--- src/rtl/reg_serial_tx.sv ---
// reg_serial_tx: framed LSB-first serial transmitter (start, DATA_W data bits, stop) with valid/ready input.
// Optional even-parity bit before stop when REG_SERIAL_TX_PARITY_EN is defined.
module reg_serial_tx #(
   parameter int DATA_W       = 8,
   parameter int CLKS_PER_BIT = 4
) (
   input  logic              clk,
   input  logic              rst,
   input  logic              clr,
   input  logic [DATA_W-1:0] din,
   input  logic              din_valid,
   output logic              din_ready,
   output logic              tx,
   output logic              busy,
   output logic              done
);
   localparam int BW = $clog2(DATA_W + 1);
   localparam int CW = $clog2(CLKS_PER_BIT + 1);
`ifdef REG_SERIAL_TX_PARITY_EN
   typedef enum logic [2:0] {IDLE, START, DATA, PARITY, STOP} state_t;
   logic par, par_n;
`else
   typedef enum logic [1:0] {IDLE, START, DATA, STOP} state_t;
`endif
   state_t            state, state_n;
   logic [DATA_W-1:0] sreg, sreg_n;
   logic [BW-1:0]     bit_cnt, bit_n;
   logic [CW-1:0]     baud_cnt, baud_n;
   logic              done_n, tick;
   always_ff @(posedge clk or posedge rst) begin
      if (rst) begin
         state    <= IDLE;
         sreg     <= '0;
         bit_cnt  <= '0;
         baud_cnt <= '0;
         done     <= 1'b0;
`ifdef REG_SERIAL_TX_PARITY_EN
         par      <= 1'b0;
`endif
      end else begin
         state    <= state_n;
         sreg     <= sreg_n;
         bit_cnt  <= bit_n;
         baud_cnt <= baud_n;
         done     <= done_n;
`ifdef REG_SERIAL_TX_PARITY_EN
         par      <= par_n;
`endif
      end
   end
   assign tick = baud_cnt == CW'(CLKS_PER_BIT - 1);
   always_comb begin
      state_n = state;
      sreg_n  = sreg;
      bit_n   = bit_cnt;
      baud_n  = tick ? '0 : CW'(baud_cnt + 1'b1);
      done_n  = 1'b0;
`ifdef REG_SERIAL_TX_PARITY_EN
      par_n   = par;
`endif
      if (clr) begin
         state_n = IDLE;
         sreg_n  = '0;
         bit_n   = '0;
         baud_n  = '0;
`ifdef REG_SERIAL_TX_PARITY_EN
         par_n   = 1'b0;
`endif
      end else begin
         case (state)
            IDLE: begin
               baud_n = '0;
               if (din_valid) begin
                  state_n = START;
                  sreg_n  = din;
                  bit_n   = '0;
`ifdef REG_SERIAL_TX_PARITY_EN
                  par_n   = ^din;
`endif
               end
            end
            START: begin
               if (tick) begin
                  state_n = DATA;
                  bit_n   = '0;
               end
            end
            DATA: begin
               if (tick) begin
                  sreg_n = sreg >> 1;
                  bit_n  = BW'(bit_cnt + 1'b1);
`ifdef REG_SERIAL_TX_PARITY_EN
                  if (bit_cnt == BW'(DATA_W - 1)) state_n = PARITY;
`else
                  if (bit_cnt == BW'(DATA_W - 1)) state_n = STOP;
`endif
               end
            end
`ifdef REG_SERIAL_TX_PARITY_EN
            PARITY: begin
               if (tick) state_n = STOP;
            end
`endif
            STOP: begin
               if (tick) begin
                  state_n = IDLE;
                  done_n  = 1'b1;
               end
            end
            default: state_n = IDLE;
         endcase
      end
   end
   always_comb begin
`ifdef REG_SERIAL_TX_PARITY_EN
      tx = state == START ? 1'b0 : state == DATA ? sreg[0] : state == PARITY ? par : 1'b1;
`else
      tx = state == START ? 1'b0 : state == DATA ? sreg[0] : 1'b1;
`endif
   end
   assign din_ready = state == IDLE;
   assign busy      = state != IDLE;
endmodule
--- config.mk ---
export PLATFORM = sky130hd
export DESIGN_NAME = reg_serial_tx
export DESIGN_NICKNAME = d
export VERILOG_FILES = /design/src/rtl/reg_serial_tx.sv
export SDC_FILE = /design/constraint.sdc
export NUM_CORES = 1
export LEC_CHECK = 0
export CAP_MARGIN = 20
export CORE_MARGIN = 5
export CORE_UTILIZATION = 50
export CTS_CLUSTER_DIAMETER = 50
export CTS_CLUSTER_SIZE = 16
export DETAILED_ROUTE_END_ITERATION = 7
export GPL_TIMING_DRIVEN = 0
export HOLD_SLACK_MARGIN = 0.03
export PLACE_DENSITY = 0.75
export SYNTH_ARGS = -nofsm -noshare
export SYNTH_HDL_FRONTEND = slang
export SYNTH_SLANG_ARGS = --single-unit
--- constraint.sdc ---
create_clock -name clk -period 4.8 [get_ports clk]
set_clock_uncertainty 0.05 [all_clocks]
set_input_delay 1.44 -clock clk [delete_from_list [all_inputs] [get_ports clk]]
set_output_delay 1.44 -clock clk [all_outputs]
set_load 0.01 [all_outputs]
Word-level counts from Yosys, hierarchy flattened
Index checks and enable logic that the tools add are counted.

word-level totals
  input port bits = 12
  word-level logic and storage cells = 48
  output and inout port bits = 4
  register bits after elaboration = 18

cells by class
  add/subtract/negate cells = 2
  reduce and logical (&&, ||, !) cells = 7
  multiplexer cells = 24
  equality and inequality tests = 10

operators with widths
  operator                                                          count
  8-bit 2-to-1 mux                                                  3
  4-bit 2-to-1 mux                                                  4
  8-bit one-hot mux with 2 select lines                             1
  3-bit inequality test (second input constant)                     5
  2-bit 2-to-1 mux                                                  6
  4-bit one-hot mux with 3 select lines                             1
  3-bit 2-to-1 mux                                                  3
  2-bit one-hot mux with 4 select lines                             1
  1-bit 2-to-1 mux                                                  5
  5-bit AND reduction                                               1
  4-bit by 1-bit adder with 4-bit output (second input constant)    1
  2-bit == test (second input constant)                             2
  4-bit by 3-bit == test with 1-bit output (second input constant)  1
  4-bit AND reduction                                               1
  4-bit nonzero test                                                1
  3-bit by 1-bit adder with 3-bit output (second input constant)    1
  3-bit by 2-bit == test with 1-bit output (second input constant)  1
  3-bit AND reduction                                               1
  3-bit nonzero test                                                1
  2-bit by 1-bit == test with 1-bit output (second input constant)  1
  2-bit logical NOT                                                 1
  2-bit nonzero test                                                1

Longest topological paths before layout
Gate-level depths: netlist of run 1.

  depth after elaboration = 5
  depth in mapped cells = 7
  mapped depth without buffers = 6

Worst setup path before layout of run 1
OpenSTA, ideal clock, no wires.

  path type = reg-to-output
  start = register state[0]
  end = output port tx
  setup slack = 2.228 ns
  stages on the path, launching flop included = 5
  arrival time = 1.082 ns
  buffers on the path = 1
  required time = 3.310 ns
  cells stage by stage = dfrtp_1 inv_1 ha_1 buf_4 a21oi_1

between the ends
  longest elaborated chain between the ends = 3
  elaborated cells on any way between the ends = 4
  those cells by class = 2 x eq/ne; 2 x mux

ends and longest elaborated chain
  element                   line  text
  start: declaration        25    state_t state, state_n;
  start signal: assignment  41    state <= state_n;
  2-bit == test             118   tx = state == START ? 1'b0 : state == DATA ? sreg[0] : 1'b1;
  1-bit 2-to-1 mux          118
  1-bit 2-to-1 mux *        118
  end: declaration          13    output logic tx,

Mark *: on every way between the ends. The rest lies on a longest branch, timed or not.

Final worst setup path of run 1
Same ends and word-level chain as after synthesis.

==> results of run 1 <==
-- synthesized netlist by cell type, drive strengths merged (2+ instances only) --
cell,number,area [µm²]
dfrtp,18,450
mux2,11,131
nor2,11,43.8
inv,7,26.3
mux2i,7,70.1
ha,6,75.1
a21oi,3,37.5
nand2b,3,18.8
and3,2,12.5
buf,2,12.5
nand2,2,7.51
nor2b,2,20.0
nor3,2,15.0
o21ai,2,10.0
o31ai,2,15.0
-- worst max-delay path, stage by stage, from the launching register on --
cell             delay (ns)
dfrtp_1                0.40
inv_1                  0.09
ha_1                   0.26
buf_4                  0.21
a21oi_1                0.17
clkdlybuf4s50_1        0.55
-- power by group --
group	switching, mW	internal (mW)	leakage (nW)
Combinational	0.140	0.145	0.327
Clock	0.0474	0.0462	0.0210
Sequential	0.0196	0.185	0.241
-- per-stage QoR --
step,hold slack [ns],cells
3_3_place_gp,0.382,135
4_1_cts,0.402,139
5_1_grt,0.438,139
6_report,0.394,139
3_5_place_dp,0.387,135
2_1_floorplan,0.366,94
-- cell type report --
cell class                      instances  area (µm²)  area share, %
Multi-Input combinational cell         66         557           44.2
Sequential cell                        18         450           35.7
Timing Repair Buffer                   14         140           11.1
Clock buffer                            4        36.3           2.88
Tap cell                               27        33.8           2.68
Inverter                                7        26.3           2.09
Buffer                                  3        16.3           1.29
-- how the worst max path moves through the flow --
stage | startpoint | endpoint
2_1_floorplan | state[0] | tx
3_3_place_gp | state[0] | tx
3_5_place_dp | state[0] | tx
4_1_cts | state[0] | tx
5_1_grt | state[0] | tx
6_report | state[0] | tx
-- routing by layer --
layer | vias to the layer above | wire length (µm)
met5 | - | 0
met4 | 0 | 25
met3 | 5 | 76
met2 | 12 | 992
met1 | 346 | 814
li1 | 366 | -
-- registers in the layout, indices dropped and copies added, names as in the netlist --
register / flops
sreg: 8
baud_cnt: 3
done: 1
bit_cnt: 4
state: 2
-- kinds of logic (layout without fill, tap and decap cells) --
family / Yosys count / in the layout / share of synthesized area, %
muxes: 18 / 18 / 19.2
AOI/OAI and AO/OA: 13 / 13 / 10.8
DFF: 18 / 18 / 42.9
buffers and inverters: 10 / 28 / 4.05
and+or+nand+nor: 29 / 29 / 15.9
adders and majority gates: 6 / 6 / 7.15
==> summary.md, run 1 <==
| Metric | Value |
|---|---|
| Least-Margin Pin Slew | 0.662 ns |
| Area of the mapped netlist | 1050 µm² |
| Crit path max fanout | 10 |
| # port buffers | 14 |
| Pwr Density | 462 nW/µm² |
| TritonCTS clock tree | built |
| Tcrit/Tclk final | 72.3% |
| Post-synthesis sequential area ratio | 42.9% |
| Vias in the first global route | 773 |
| Setup WS pre-CTS | 1.66 ns |
| Most Used Layer, Global Route | met2 |
| Antenna cells | 0 |
| Postcts setup bufs | 0 |
| Vias per cell | 5.24 |
| Max Freq | 288 MHz |
| Setup slack, reg-to-reg | 2.85 ns |
| Root buf cell | clkbuf_4 |
| Hold Crit Class | flip-flop to flip-flop |
| Unrepaired setup endpoints after global routing | no |
| DRT antenna net count | 0 |
| Row cnt | 16 |
| EDFF count, synth | 0 |
| Slew HR | 55.8% |
| Chip Width | 55.8 µm |
| DR WL/cell | 13.7 µm |
| Main synth FF type | dfrtp_1 |
| Final Power | 582 µW |
| Core Region | 1980 µm² |
| CP Capture Type | output pin |
| Outcome | finished, final reports clean |
| HP Start | baud_cnt[0] |
| Synth Area per Inst | 11.2 µm² |
| Met2 Use GR | 24.2% |
| Startpoint Class | flip-flop |
| Number of I/O pins | 16 |
| Async S/R FF share, synth | 100% |
| DRT iter0 DRCs | 4 |
| Die height | 55.8 µm |
| Largest net degree at the start of global routing | 19 |
| WHS Path Cells | 1 |
| Fin area | 1260 µm² |
| R2r worst-path depth | 5 |
| Ys Warns | 0 |
| Overall Global Routing Usage | 13.6% |
| WL final | 1.91 mm |
| Dpl hpwl | 1.49 mm |
| Area Overhead vs Synth | 20.0% |
| FF-to-FF Start | state[0] |
| Num CTS Buffers | 3 |
| GP Congestion | 0.756 |
| Initial Util | 53.0% |
| Met1 Resource Use GR | 15.5% |
| Critical Path RT | 3.31 ns |
| CTS sink cnt | 18 |
| Clk buf depth | 2 |
| Setup ws final | 1.33 ns |
| DR vias | 729 |
| Gates resized, CTS repair | 0 |
| Drt first pass iters | 4 |
| GRT Residual Overflow | 0 |
| Skew-Pair Late Insertion Delay | 0.29 ns |
| First-pass GRT wire length | 3.35 mm |
| RR Endpoint | sreg[4] |
| Layout cells sized above 1 | 21.4% |
| Filler Cell Count | 156 |
| Crit path arrival time | 1.98 ns |
| Mapped Nets | 112 |
| Maxcap violations | 0 |
| Most common cell after layout, fill and taps aside | dfrtp_1 |
| Cts-stage hold buffer count | 0 |
| CP Class | flip-flop to output pin |
| Synth unique cells | 35 |
| Tmin final | 3.47 ns |
| Clk pin slew, worst setup/hold paths | 0.10 ns |
| Met3 Use GR | 3.71% |
| WHS Endpoint | baud_cnt[0] |
| Die ar. | 3120 µm² |
| Final hold vios | 0 |
| Commonest cells after routing, fill and taps aside | dfrtp_1 (18), clkdlybuf4s50_1 (14), nor2_1 (10) |
| Static Leak | 0.588 nW |
| Peak supply drop | 0.000234 V |
| Final core utilization | 63.6% |
| Final setup fails | 0 |
| Post-Synthesis Cells | 94 |
| Nets | 131 |
| Antenna violations before repair | 0 |
| FF+latch count, synth | 18 |
| Slew Limit Fails | 0 |
| DRC | 0 |
| H-tree levels | 1 |
| Final TNS setup | 0 ns |
| Placed cell area | 1220 µm² |
Note: power is estimated with default switching activity, not from simulation.
==> inputs of run 2 (changes only) <==
clock period = 3.6 ns   (was 4.8 ns; I/O delays follow)
==> results of run 2 <==
The final DEF is identical to that of run 1. Status: finished, final reports clean.
Main changes from that run: setup slack after placement 1.66 ns -> 0.818 ns; setup slack after layout 1.33 ns -> 0.491 ns; register-to-register setup slack 2.85 ns -> 1.65 ns; total power 0.582 mW -> 0.776 mW; worst IR drop on VDD 0.000234 V -> 0.000312 V
==> inputs of run 3 (changes only) <==
ABC_AREA = 1   (was default)
==> summary.md, run 3 <==
| Metric | Value |
|---|---|
| Vias in the first global route | 814 (+5.3%) |
| Filler Cell Count | 189 (+21%) |
| Die height | 54.6 µm (-2.2%) |
| Clk buf depth | 2 (unchanged) |
| Post-synthesis sequential area ratio | 45.3% (+2.4 points) |
| WHS Path Cells | 1 (unchanged) |
| Final TNS setup | 0 ns (unchanged) |
| Die ar. | 2980 µm² (-4.3%) |
| DRT iter0 DRCs | 11 (+7) |
| Skew-Pair Late Insertion Delay | 0.30 ns (about the same) |
| Antenna violations before repair | 0 (unchanged) |
| Critical path cell sequence | inv_1 > ha_1 > inv_1 > nor2_1 > nor2_1 > clkdlybuf4s50_1 |
| Setup WS pre-CTS | 0.865 ns |
| Num CTS Buffers | 3 (unchanged) |
| Post-synth top cells | nand2_1 (39), dfrtp_1 (18), nor2_1 (13), inv_1 (10), nand3_1 (8) |
| Async S/R FF share, synth | 100% (unchanged) |
| Met1 Resource Use GR | 19.5% (+4.0 points) |
| Most Used Layer, Global Route | met2 |
| Largest net degree at the start of global routing | 19 (unchanged) |
| Unrepaired setup endpoints after global routing | no |
| Cts-stage hold buffer count | 0 (unchanged) |
| Vias per cell | 5.04 (-4.0%) |
| Commonest cells after routing, fill and taps aside | nand2_1 (39), dfrtp_1 (18), clkdlybuf4s50_1 (15) |
| Antenna cells | 0 (unchanged) |
| CP Capture Type | output pin |
| Synth Area per Inst | 8.22 µm² (-26%) |
| Maxcap violations | 0 (unchanged) |
| RR Endpoint | sreg[4] |
| Nets | 159 (+21%) |
| Biggest register | sreg |
| Max stage delay on crit path | 0.54 ns (about the same) |
| R2r worst-path depth | 8 (+3) |
| WL final | 1.95 mm (+2.1%) |
| Met3 Use GR | 3.81% (+0.10 points) |
| GRT Residual Overflow | 0 (unchanged) |
| TritonCTS clock tree | built |
| DR vias | 841 (+15%) |
| Max Freq | 326 MHz |
| Gates resized, CTS repair | 0 (unchanged) |
| Worst Path Buf+Inv | 3 (unchanged) |
| Tmin final | 3.06 ns |
| Yosys top cell by area | dfrtp_1 |
| Dpl hpwl | 1.50 mm (+0.93%) |
| Hold Crit Class | flip-flop to flip-flop |
| Root buf cell | clkbuf_4 |
| Crit path max fanout | 5 (-5) |
| DRC | 0 (unchanged) |
| FF-to-FF Start | state[0] |
| Static Leak | 0.608 nW (+3.3%) |
| EDFF count, synth | 0 (unchanged) |
| Max reg flops | 8 (unchanged) |
| FF+latch count, synth | 18 (unchanged) |
| Critical Path RT | 2.47 ns |
| CP Class | flip-flop to output pin |
| Core Region | 1920 µm² (-3.0%) |
| Most common cell after layout, fill and taps aside | nand2_1 |
| Clk pin slew, worst setup/hold paths | 0.10 ns (about the same) |
| Ys Warns | 0 (unchanged) |
| Slowest stage cell, crit path | clkdlybuf4s50_1 |
| Slew HR | 55.4% (-0.44 points) |
| HP Start | baud_cnt[0] |
| Critical Path Stages | 6 (+1) |
| H-tree levels | 1 (unchanged) |
| First-pass GRT wire length | 3.36 mm (+0.21%) |
| CTS sink cnt | 18 (unchanged) |
| GP Congestion | 0.780 (+3.2%) |
| Post-Synthesis Cells | 121 (+29%) |
| Main synth FF type | dfrtp_1 |
| Top delay family on crit path | buffers and inverters |
| Number of I/O pins | 16 (unchanged) |
| Peak supply drop | 0.000431 V |
| Synth top area cells | dfrtp_1 (45%), nand2_1 (15%), ha_1 (7.5%), a22oi_1 (5.3%), nor2_1 (4.9%) |
| Least-Margin Pin Slew | 0.669 ns (+0.00663 ns) |
| Postcts setup bufs | 0 (unchanged) |
| Area Overhead vs Synth | 22.1% |
| Tcrit/Tclk final | 85.1% |
| Initial Util | 51.8% (-1.2 points) |
| Pwr Density | 607 nW/µm² |
| Chip Width | 54.6 µm (-2.2%) |
| Share of the synthesized area in the top cell type | 45.3% (+2.4 points) |
| Count leader, synth | nand2_1 |
| Overall Global Routing Usage | 16.1% (+2.5 points) |
| Row cnt | 16 (unchanged) |
| Regs by FF count | sreg x8, bit_cnt x4, baud_cnt x3 |
| Final setup fails | 0 (unchanged) |
| # port buffers | 15 (+1) |
| Drt first pass iters | 4 (unchanged) |
| Layout cells sized above 1 | 10.7% (-11 points) |
| Crit path arrival time | 1.93 ns (-0.05 ns) |
| Mapped Nets | 139 (+24%) |
| FF+latch area | 450 µm² (unchanged) |
| DR WL/cell | 11.7 µm (-15%) |
| Area of the mapped netlist | 995 µm² (-5.2%) |
| Multi-input gate area | 469 µm² (-16%) |
| Synth unique cells | 19 (-46%) |
| Startpoint Class | flip-flop |
| Setup slack, reg-to-reg | 1.81 ns |
| WHS Endpoint | baud_cnt[0] |
| DRT antenna net count | 0 (unchanged) |
| Setup ws final | 0.536 ns |
| Outcome | finished, final reports clean |
| Worst Setup SP | state[0] |
| Slew Limit Fails | 0 (unchanged) |
| Met2 Use GR | 26.4% (+2.2 points) |
| Final hold vios | 0 (unchanged) |
run 3: power breakdown:
part | total, mW | switching (mW) | internal [mW]
clock | 0.127 | 0.0653 | 0.0617
sequential | 0.296 | 0.0396 | 0.257
combinational | 0.314 | 0.181 | 0.133
total | 0.737 | 0.285 | 0.452
run 3: final cells by class:
cell class / count / area share, %
clock buffer: 4 / 2.99
tap: 27 / 2.78
inverter: 11 / 3.40
buffer: 3 / 2.78
sequential: 18 / 37.1
multi-input combinational: 89 / 38.6
timing repair buffer: 15 / 12.4
run 3: worst max-delay path by stage:
stage               to
floorplan           tx
detailed placement  tx
CTS                 tx
finish              tx
global route        tx
global placement    tx
run 3: metrics by stage:
step                      power [mW]  area (µm²)  instances  util, %  hold slack, ns
after floorplan                0.509         995        121        -           0.357
after CTS                      0.742        1210        167     63.2           0.400
after detailed placement       0.616        1180        163     61.3           0.386
final                          0.737        1210        167     63.2           0.398
after global placement         0.603        1180        163     61.3           0.370
after global routing           0.800        1210        167     63.2           0.409
run 3: logic make-up (layout without fill, tap and decap cells):
logic type | Yosys count | after routing | share of synthesized area (%)
buffers and inverters | 14 | 33 | 7.55
flip-flops | 18 | 18 | 45.3
AO/OA/AOI/OAI | 16 | 16 | 10.8
adder cells (fa/ha/maj) | 6 | 6 | 7.55
AND/OR/NAND/NOR | 67 | 67 | 28.8
run 3: routing by layer:
metal / share of wire, % / routed length (µm)
met5: 0 / 0
met4: 1.7 / 33
met3: 3.8 / 75
met2: 50 / 967
met1: 45 / 872
